`src/rtl/layer_activation_requant.sv`:
```
// Requantises an upstream layer's packed pre-activations one row per clock:
// arithmetic shift, optional ReLU, saturation, then holds the packed result for the next layer.
module layer_activation_requant #(
  parameter int unsigned rows      = 4,
  parameter int unsigned datawidth = 4,
  parameter int unsigned shift     = 2,
  parameter bit          relu_en   = 1'b1
) (
  input  logic                          clk,
  input  logic                          rst_overall,
  input  logic [rows*2*datawidth-1:0]   in_data,
  input  logic                          in_done,
  input  logic                          next_done,
  output logic [rows*datawidth-1:0]     out_values,
  output logic                          out_valid,
  output logic                          next_en,
  output logic                          busy,
  output logic                          overrun
);

  localparam int unsigned XWidth   = 2 * datawidth;
  localparam int unsigned IdxWidth = (rows > 1) ? $clog2(rows) : 1;
  localparam logic [IdxWidth-1:0] LastIdx = IdxWidth'(rows - 1);

  localparam logic signed [XWidth-1:0] SatMax = {{(datawidth + 1){1'b0}}, {(datawidth - 1){1'b1}}};
  localparam logic signed [XWidth-1:0] SatMin = {{(datawidth + 1){1'b1}}, {(datawidth - 1){1'b0}}};

  typedef enum logic [1:0] {StIdle, StProcess, StHold} state_e;

  state_e                   state_q;
  logic [rows*XWidth-1:0]   buffer_q;
  logic [IdxWidth-1:0]      idx_q;
  logic                     in_done_q;
  logic                     done_rise;
  logic signed [XWidth-1:0] row_x;
  logic signed [XWidth-1:0] shifted;
  logic [datawidth-1:0]     row_y;

  assign done_rise = in_done & ~in_done_q;
  assign busy      = (state_q != StIdle);

  always_comb begin
    row_x = '0;
    for (int unsigned i = 0; i < rows; i++) begin
      if (idx_q == IdxWidth'(i)) row_x = buffer_q[(rows-1-i)*XWidth +: XWidth];
    end
  end

  // Shift rounds toward -inf; clamp afterwards so large magnitudes never wrap.
  always_comb begin
    shifted = row_x >>> shift;
    if (relu_en && (shifted < 0)) shifted = '0;
    if (shifted > SatMax) begin
      row_y = SatMax[datawidth-1:0];
    end else if (shifted < SatMin) begin
      row_y = SatMin[datawidth-1:0];
    end else begin
      row_y = shifted[datawidth-1:0];
    end
  end

  always_ff @(posedge clk or posedge rst_overall) begin
    if (rst_overall) begin
      state_q    <= StIdle;
      buffer_q   <= '0;
      idx_q      <= '0;
      in_done_q  <= 1'b0;
      out_values <= '0;
      out_valid  <= 1'b0;
      next_en    <= 1'b0;
      overrun    <= 1'b0;
    end else begin
      in_done_q <= in_done;
      case (state_q)
        StIdle: begin
          if (done_rise) begin
            buffer_q  <= in_data;
            out_valid <= 1'b0;
            idx_q     <= '0;
            state_q   <= StProcess;
          end
        end
        StProcess: begin
          for (int unsigned i = 0; i < rows; i++) begin
            if (idx_q == IdxWidth'(i)) out_values[(rows-1-i)*datawidth +: datawidth] <= row_y;
          end
          if (idx_q == LastIdx) begin
            idx_q     <= '0;
            out_valid <= 1'b1;
            next_en   <= 1'b1;
            state_q   <= StHold;
          end else begin
            idx_q <= idx_q + 1'b1;
          end
          if (done_rise) overrun <= 1'b1;
        end
        StHold: begin
          // A capture edge coinciding with the acknowledge is still dropped.
          if (done_rise) overrun <= 1'b1;
          if (next_done) begin
            next_en   <= 1'b0;
            out_valid <= 1'b0;
            state_q   <= StIdle;
          end
        end
        default: state_q <= StIdle;
      endcase
    end
  end

endmodule

```
`config.mk`:
```
export PLATFORM = sky130hd
export DESIGN_NAME = layer_activation_requant
export DESIGN_NICKNAME = d
export VERILOG_FILES = /design/src/rtl/layer_activation_requant.sv
export SDC_FILE = /design/constraint.sdc
export NUM_CORES = 1
export LEC_CHECK = 0
export CELL_PAD_IN_SITES_DETAIL_PLACEMENT = 1
export CELL_PAD_IN_SITES_GLOBAL_PLACEMENT = 1
export CORE_ASPECT_RATIO = 0.75
export CORE_MARGIN = 2
export CORE_UTILIZATION = 38
export CTS_CLUSTER_DIAMETER = 40
export DETAILED_ROUTE_END_ITERATION = 8
export PLACE_DENSITY = 0.91
export SYNTH_ARGS = -nofsm -noshare
export SYNTH_HDL_FRONTEND = slang
export SYNTH_SLANG_ARGS = --single-unit
```
`constraint.sdc`:
```
create_clock -name clk -period 2.3 [get_ports clk]
set_input_delay 0.46 -clock clk [delete_from_list [all_inputs] [get_ports clk]]
set_output_delay 0.46 -clock clk [all_outputs]
set_load 0.01 [all_outputs]
```
==> results.md, run 1 <==
* Synth area leader: dfrtp_1
* Final Non-Filler Cells at 311
* Die X at around 91 um
* Drt first pass iters at 4
* Final net count at 279
* # DRC at 0
* Top cell type's share of synthesized area at 55.59%
* Final Util at 52.66%
* # Max-Cap Violations at 0
* Largest net degree at the start of global routing at 27
* Total power at 0.003703 W
* Final setup viols at 0
* Slew margin rel. at 60.46%
* Reg2reg end: out_values[10]
* CTS H-tree lvls at 2
* Yosys cell types at 31
* TritonCTS Buffers at 5
* P_leak at 1.213 nW
* Largest cells by area after synthesis: dfrtp_1 56%, mux2_2 13%, ha_1 4.6%
* CTS Buffer Depth at 2
* Max VDD drop at 0.4045 mV
* PortBufs at between 40 and 50
* CP max stage cell: clkdlybuf4s50_1
* # rows at 23
* Post-synthesis sequential element count at 48
* Core area at 5410 um^2
* Most frequent CP cell: inv_1
* Critical path depth in cells at 4
* Via-to-Cell Ratio at 5.116
* Crit path launch type: flop
* Gr usage total at 17.67%
* Placer congestion estimate at 0.7816
* IO Pins at 56
* Worst clock skew at 7.098 ps
* Sequential share of the synthesized area at 55.59%
* Fillers at 593
* Worst-Skew Late Latency at 310 ps
* Most frequent cells in the layout: 48 x dfrtp_1, 47 x clkdlybuf4s50_1, 25 x mux2_2
* CP peak stage delay at 520 ps
* FF-to-FF path depth at 7
* Setup TNS Final at 0 ps
* Critical path class: flop to output port
* RSZ-0062 raised after global routing: false
* Area grow syn2layout at 31.85%
* Initial Utilization at between 30% and 40%
* WP buf/inv at 3
* Post-Syn Instances at 185
* Clk slew on worst S/H paths at around 90 ps
* Endpoints failing hold at 0
* Wire per inst at 16.49 um
* Fin crit period at between 2000 and 2500 ps
* Synth Cell Area at ~2200 um^2
* CTS tree: yes
* Share of cells above drive strength 1 at 18.64%
* # diodes at 0
* Fin crit share at about 93%
* Syn_nets at ~230
* Reg2reg start: idx_q[0]
* Die Area at 6312 um^2
* PD cells at 1300 nW/um^2
* Most common cell after layout, fill and taps aside: dfrtp_1
* Dpl hpwl at 3.891 mm
* ANT nets after route at 0
* Clk sinks at 48
* Status: finished, final reports clean
* Syn avg cell area at around 12 um^2
* WP data arrival at 1680 ps
* Worst setup EP type: output port
* Crit path from: state_q[0]
* Vias at 1591
* Root Driver: clkbuf_8
* Crit-path cells: inv_1 -> ha_1 -> inv_1 -> clkdlybuf4s50_1
* Worst Tran Pin Value at 592.3 ps
* First-pass GRT wire length at 8.728 mm
* Iter 0 DRT Violations at 71
* GRT overflow at 0
* Final wirelength at 5.127 mm
* Max-slew violations at 0
* Die height at 69.31 um
* Data required time at the worst endpoint at 1840 ps
* R2R Setup Slk at 190 ps
* Vias in the first global route at roughly 1.8k
* Peak Freq at 0.4672 GHz
* CP Capture Point: busy
* Initial antenna violation count at 0
* Yosys Warn Count at 0
* Worst hold path type: flop to flop
* Crit path max fanout at 6
* CP delay by family, top: buffers and inverters
* Placed Cells at around 300
-- routing by layer --
layer	GRT usage, %	vias up	wire [um]
met2	29.22	41	2556
met4	7.576	0	133
li1	-	744	-
met3	3.804	12	189
met5	0	-	0
met1	22.51	794	2247
-- power breakdown --
part,switching (W),internal [W]
Sequential,0.000242,0.00121
Clock,0.000291,0.000243
Combinational,0.000871,0.000848
Total,0.00140,0.00230
-- sequential cells by signal, summed over array words and instances (netlist names) --
signal      cells
idx_q           2
in_done_q       1
buffer_q       24
overrun         1
out_valid       1
next_en         1
out_values     16
state_q         2
-- Yosys cell counts --
master / instances
nor2_1: 15
buf_4: 1
a32o_1: 2
nor4bb_1: 1
o21ai_1: 3
a221oi_2: 1
nand3_1: 3
mux2i_1: 1
nor3b_1: 1
and3b_1: 1
a21oi_2: 3
nand2b_1: 2
ha_1: 8
mux2_2: 25
o22a_1: 1
nor3_1: 4
a21o_1: 1
buf_2: 3
nor4b_1: 1
nor2b_1: 4
nand2_1: 12
o22ai_1: 1
and2_1: 4
o21ai_0: 9
dfrtp_1: 48
inv_1: 12
clkbuf_1: 3
a2111oi_4: 1
a31oi_1: 9
a21oi_1: 4
o31ai_1: 1
-- how the worst min path moves through the flow --
stage,start,cells after the start,to,slack (ps)
after floorplan,buffer_q[7],1,buffer_q[7],470
after global placement,overrun,1,overrun,440
after detailed placement,overrun,1,overrun,470
after CTS,overrun,1,overrun,490
after global routing,overrun,1,overrun,510
final,overrun,1,overrun,480
-- worst register-to-register path, delay by kind of cell, from the launching register on --
family | cells | cell delay, ps
AND/OR/NAND/NOR | 1 | 60
buffers and inverters | 2 | 340
flip-flops | 1 | 440
AO/OA/AOI/OAI | 3 | 850
adder cells (fa/ha/maj) | 1 | 360
-- stage by stage --
step | setup WS [ps] | area (um^2) | hold WS, ps
after floorplan | 544.8 | 2161 | 470.1
after global placement | 297.0 | 2739 | 441.4
after detailed placement | 143.2 | 2739 | 471.0
after CTS | 118.0 | 2836 | 491.2
after global routing | 0.7121 | 2849 | 512.5
final | 159.5 | 2849 | 478.6
-- final cells by class --
cell class	instances	area, um^2	share of cell area, %
tap	75	93.84	3.294
inverter	12	45.04	1.581
clock buffer	6	82.58	2.899
clock inverter	2	15.01	0.5270
multi-input combinational	118	893.4	31.36
sequential	48	1201	42.16
timing repair buffer	50	518.0	18.18
-- cells by family (layout without fill, tap and decap cells) --
kind of cell	count (synthesis)	after routing	share of synthesized area [%]
buffers and inverters	19	70	3.648
multiplexers	26	26	13.49
AND/OR/NAND/NOR	48	48	10.83
flip-flops	48	48	55.59
adder cells (fa/ha/maj)	8	8	4.632
AO/OA/AOI/OAI	36	36	11.81
-- repair_timing --
item                                    4_1_cts  5_1_grt
hold buffers                                  0        0
setup buffers                                 0        0
endpoints found under the setup margin        0        5
gates resized for setup                       0        2
Power figures use the tool's default switching activity.
==> run 2: changes to the inputs <==
--- a/config.mk
+++ b/config.mk
@@ -7,12 +7,12 @@
 export LEC_CHECK = 0
 export CELL_PAD_IN_SITES_DETAIL_PLACEMENT = 1
 export CELL_PAD_IN_SITES_GLOBAL_PLACEMENT = 1
-export CORE_ASPECT_RATIO = 0.75
 export CORE_MARGIN = 2
-export CORE_UTILIZATION = 38
+export CORE_UTILIZATION = 39
+export CTS_BUF_LIST = sky130_fd_sc_hd__clkbuf_4 sky130_fd_sc_hd__clkbuf_8
 export CTS_CLUSTER_DIAMETER = 40
 export DETAILED_ROUTE_END_ITERATION = 8
-export PLACE_DENSITY = 0.91
+export PLACE_DENSITY = 0.92
 export SYNTH_ARGS = -nofsm -noshare
 export SYNTH_HDL_FRONTEND = slang
 export SYNTH_SLANG_ARGS = --single-unit
==> results.md, run 2 (synthesized netlist as in run 1, its figures left out) <==
* Status: finished, final reports clean
* Worst setup EP type: output port
* Area grow syn2layout at 32.31%
* Root Driver: clkbuf_8
* Die Area at 6152 um^2 (-2.5%)
* Wire per inst at 15.37 um (-6.8%)
* Core area at 5439 um^2 (+0.53%)
* Share of cells above drive strength 1 at 18.57% (-0.079 points)
* Min-Delay Startpoint: overrun
* Most common cell after layout, fill and taps aside: dfrtp_1
* Data required time at the worst endpoint at 1840 ps (about the same)
* Most frequent CP cell: inv_1
* Die X at 78.44 um (-14%)
* Crit path max fanout at 6 (unchanged)
* Peak Freq at 0.4637 GHz (-0.75%)
* TritonCTS Buffers at 5 (unchanged)
* Iter 0 DRT Violations at 51 (-28%)
* Initial Utilization at 39.73% (-0.21 points)
* CTS Buffer Depth at 2 (unchanged)
* GRT overflow at 0 (unchanged)
* Crit-path cells: inv_1 -> ha_1 -> inv_1 -> clkdlybuf4s50_1
* Gr usage total at 16.58% (-1.1 points)
* Initial antenna violation count at 0 (unchanged)
* Most frequent cells in the layout: 48 x dfrtp_1, 47 x clkdlybuf4s50_1, 25 x mux2_2
* WP data arrival at 1700 ps (+20 ps)
* Final setup viols at 0 (unchanged)
* Placed Cells at 301 (-0.66%)
* Final wirelength at 4.748 mm (-7.4%)
* WP buf/inv at 3 (unchanged)
* Max VDD drop at 0.5380 mV (+33%)
* PD cells at 1314 nW/um^2 (+1.1%)
* Endpoints failing hold at 0 (unchanged)
* # diodes at 0 (unchanged)
* Critical path class: flop to output port
* Worst Tran Pin Value at 595.2 ps (+2.950 ps)
* Vias at 1549 (-2.6%)
* Drt first pass iters at 6 (+2)
* Setup TNS Final at 0 ps (unchanged)
* Dpl hpwl at 3.577 mm (-8.1%)
* Slew margin rel. at 59.78% (-0.68 points)
* Fin crit share at 93.77% (+0.70 points)
* P_leak at 1.229 nW (+1.4%)
* Reg2reg start: idx_q[0]
* First-pass GRT wire length at 7.824 mm (-10%)
* Worst hold path type: flop to flop
* Die height at 78.44 um (+13%)
* Crit path from: state_q[0]
* Fin crit period at 2157 ps (+16.20 ps)
* Max reg flops at 24 (unchanged)
* Via-to-Cell Ratio at 5.013 (-2.0%)
* CP max stage cell: clkdlybuf4s50_1
* Final Non-Filler Cells at 309 (-0.64%)
* # DRC at 0 (unchanged)
* CP delay by family, top: buffers and inverters
* PortBufs at 47 (unchanged)
* Final net count at 280 (+0.36%)
* Biggest regs: buffer_q: 24 flops, out_values: 16 flops
* CTS tree: yes
* Fillers at 581 (-2.0%)
* Worst-Skew Late Latency at 300 ps (about the same)
* CP peak stage delay at 530 ps (about the same)
* # Max-Cap Violations at 0 (unchanged)
* Final Util at 52.57% (-0.095 points)
* Clk slew on worst S/H paths at 90 ps (about the same)
* ANT nets after route at 0 (unchanged)
* Largest net degree at the start of global routing at 26 (-3.7%)
* Worst clock skew at 8.923 ps (+1.825 ps)
* RSZ-0062 raised after global routing: false
* Vias in the first global route at 1647 (-7.0%)
* Placer congestion estimate at 0.7322 (-6.3%)
* Max-slew violations at 0 (unchanged)
* IO Pins at 56 (unchanged)
* CTS H-tree lvls at 2 (unchanged)
* Clk sinks at 48 (unchanged)
* Crit path launch type: flop
* Post-CTS Setup Inserts at 0 (unchanged)
* # rows at 27 (+17%)
* Largest register by flop count: buffer_q
-- run 2: where the power goes --
group          switching, W  internal [W]
registers          0.000234       0.00121
clock network      0.000276      0.000335
logic              0.000846      0.000858
total               0.00136       0.00240
-- run 2: final cells by class --
type | count | area [um^2] | area share (%)
flip-flops and latches | 48 | 1201 | 42.01
clock buffers | 6 | 76.32 | 2.670
multi-input cells | 118 | 898.4 | 31.42
repair buffers | 51 | 513.0 | 17.94
clock inverters | 2 | 35.03 | 1.225
inverters | 12 | 45.04 | 1.575
well taps | 72 | 90.09 | 3.151
-- run 2: worst register-to-register path, stage by stage (launching register included) --
cell      delay, ps
dfrtp_1         450
inv_1           100
ha_1            310
buf_4           210
nor4b_2         420
a221oi_4        100
a21oi_2         270
a31oi_1         130
-- run 2: repair_timing --
item / CTS / global route
hold buffers: 0 / 0
gates resized for setup: 0 / 2
setup endpoints to repair: 0 / 1
-- run 2: metrics by stage --
stage	power (W)	hold slack (ps)	worst slack (ps)	cell area, um^2
final	0.003757	488.4	143.3	2859
after global routing	0.004049	520.1	29.15	2859
after CTS	0.003751	490.9	124.4	2841
after detailed placement	0.003124	469.8	210.2	2730
after global placement	0.003024	438.8	326.3	2730
after floorplan	0.002512	470.1	544.8	2161
-- run 2: per-layer routing --
layer	routed length (um)	share of wire, %	vias up	global-route usage (%)
met2	2531	53	34	29.74
met1	2014	42	766	19.46
met4	72	1.5	0	6.316
met5	0	0	-	0
li1	-	-	744	-
met3	131	2.8	5	3.448
-- run 2: path summary, 6_finish.rpt --
kind / to / slack, ps / cells after the start
setup / recovery: busy / 140 / 4
hold / removal: overrun / 490 / 1
setup reg to reg: out_values[8] / 180 / 7
hold reg to reg: overrun / 490 / 1
max in group asynchronous: out_values[14] / 1180 / 3
min in group asynchronous: buffer_q[20] / 520 / 2
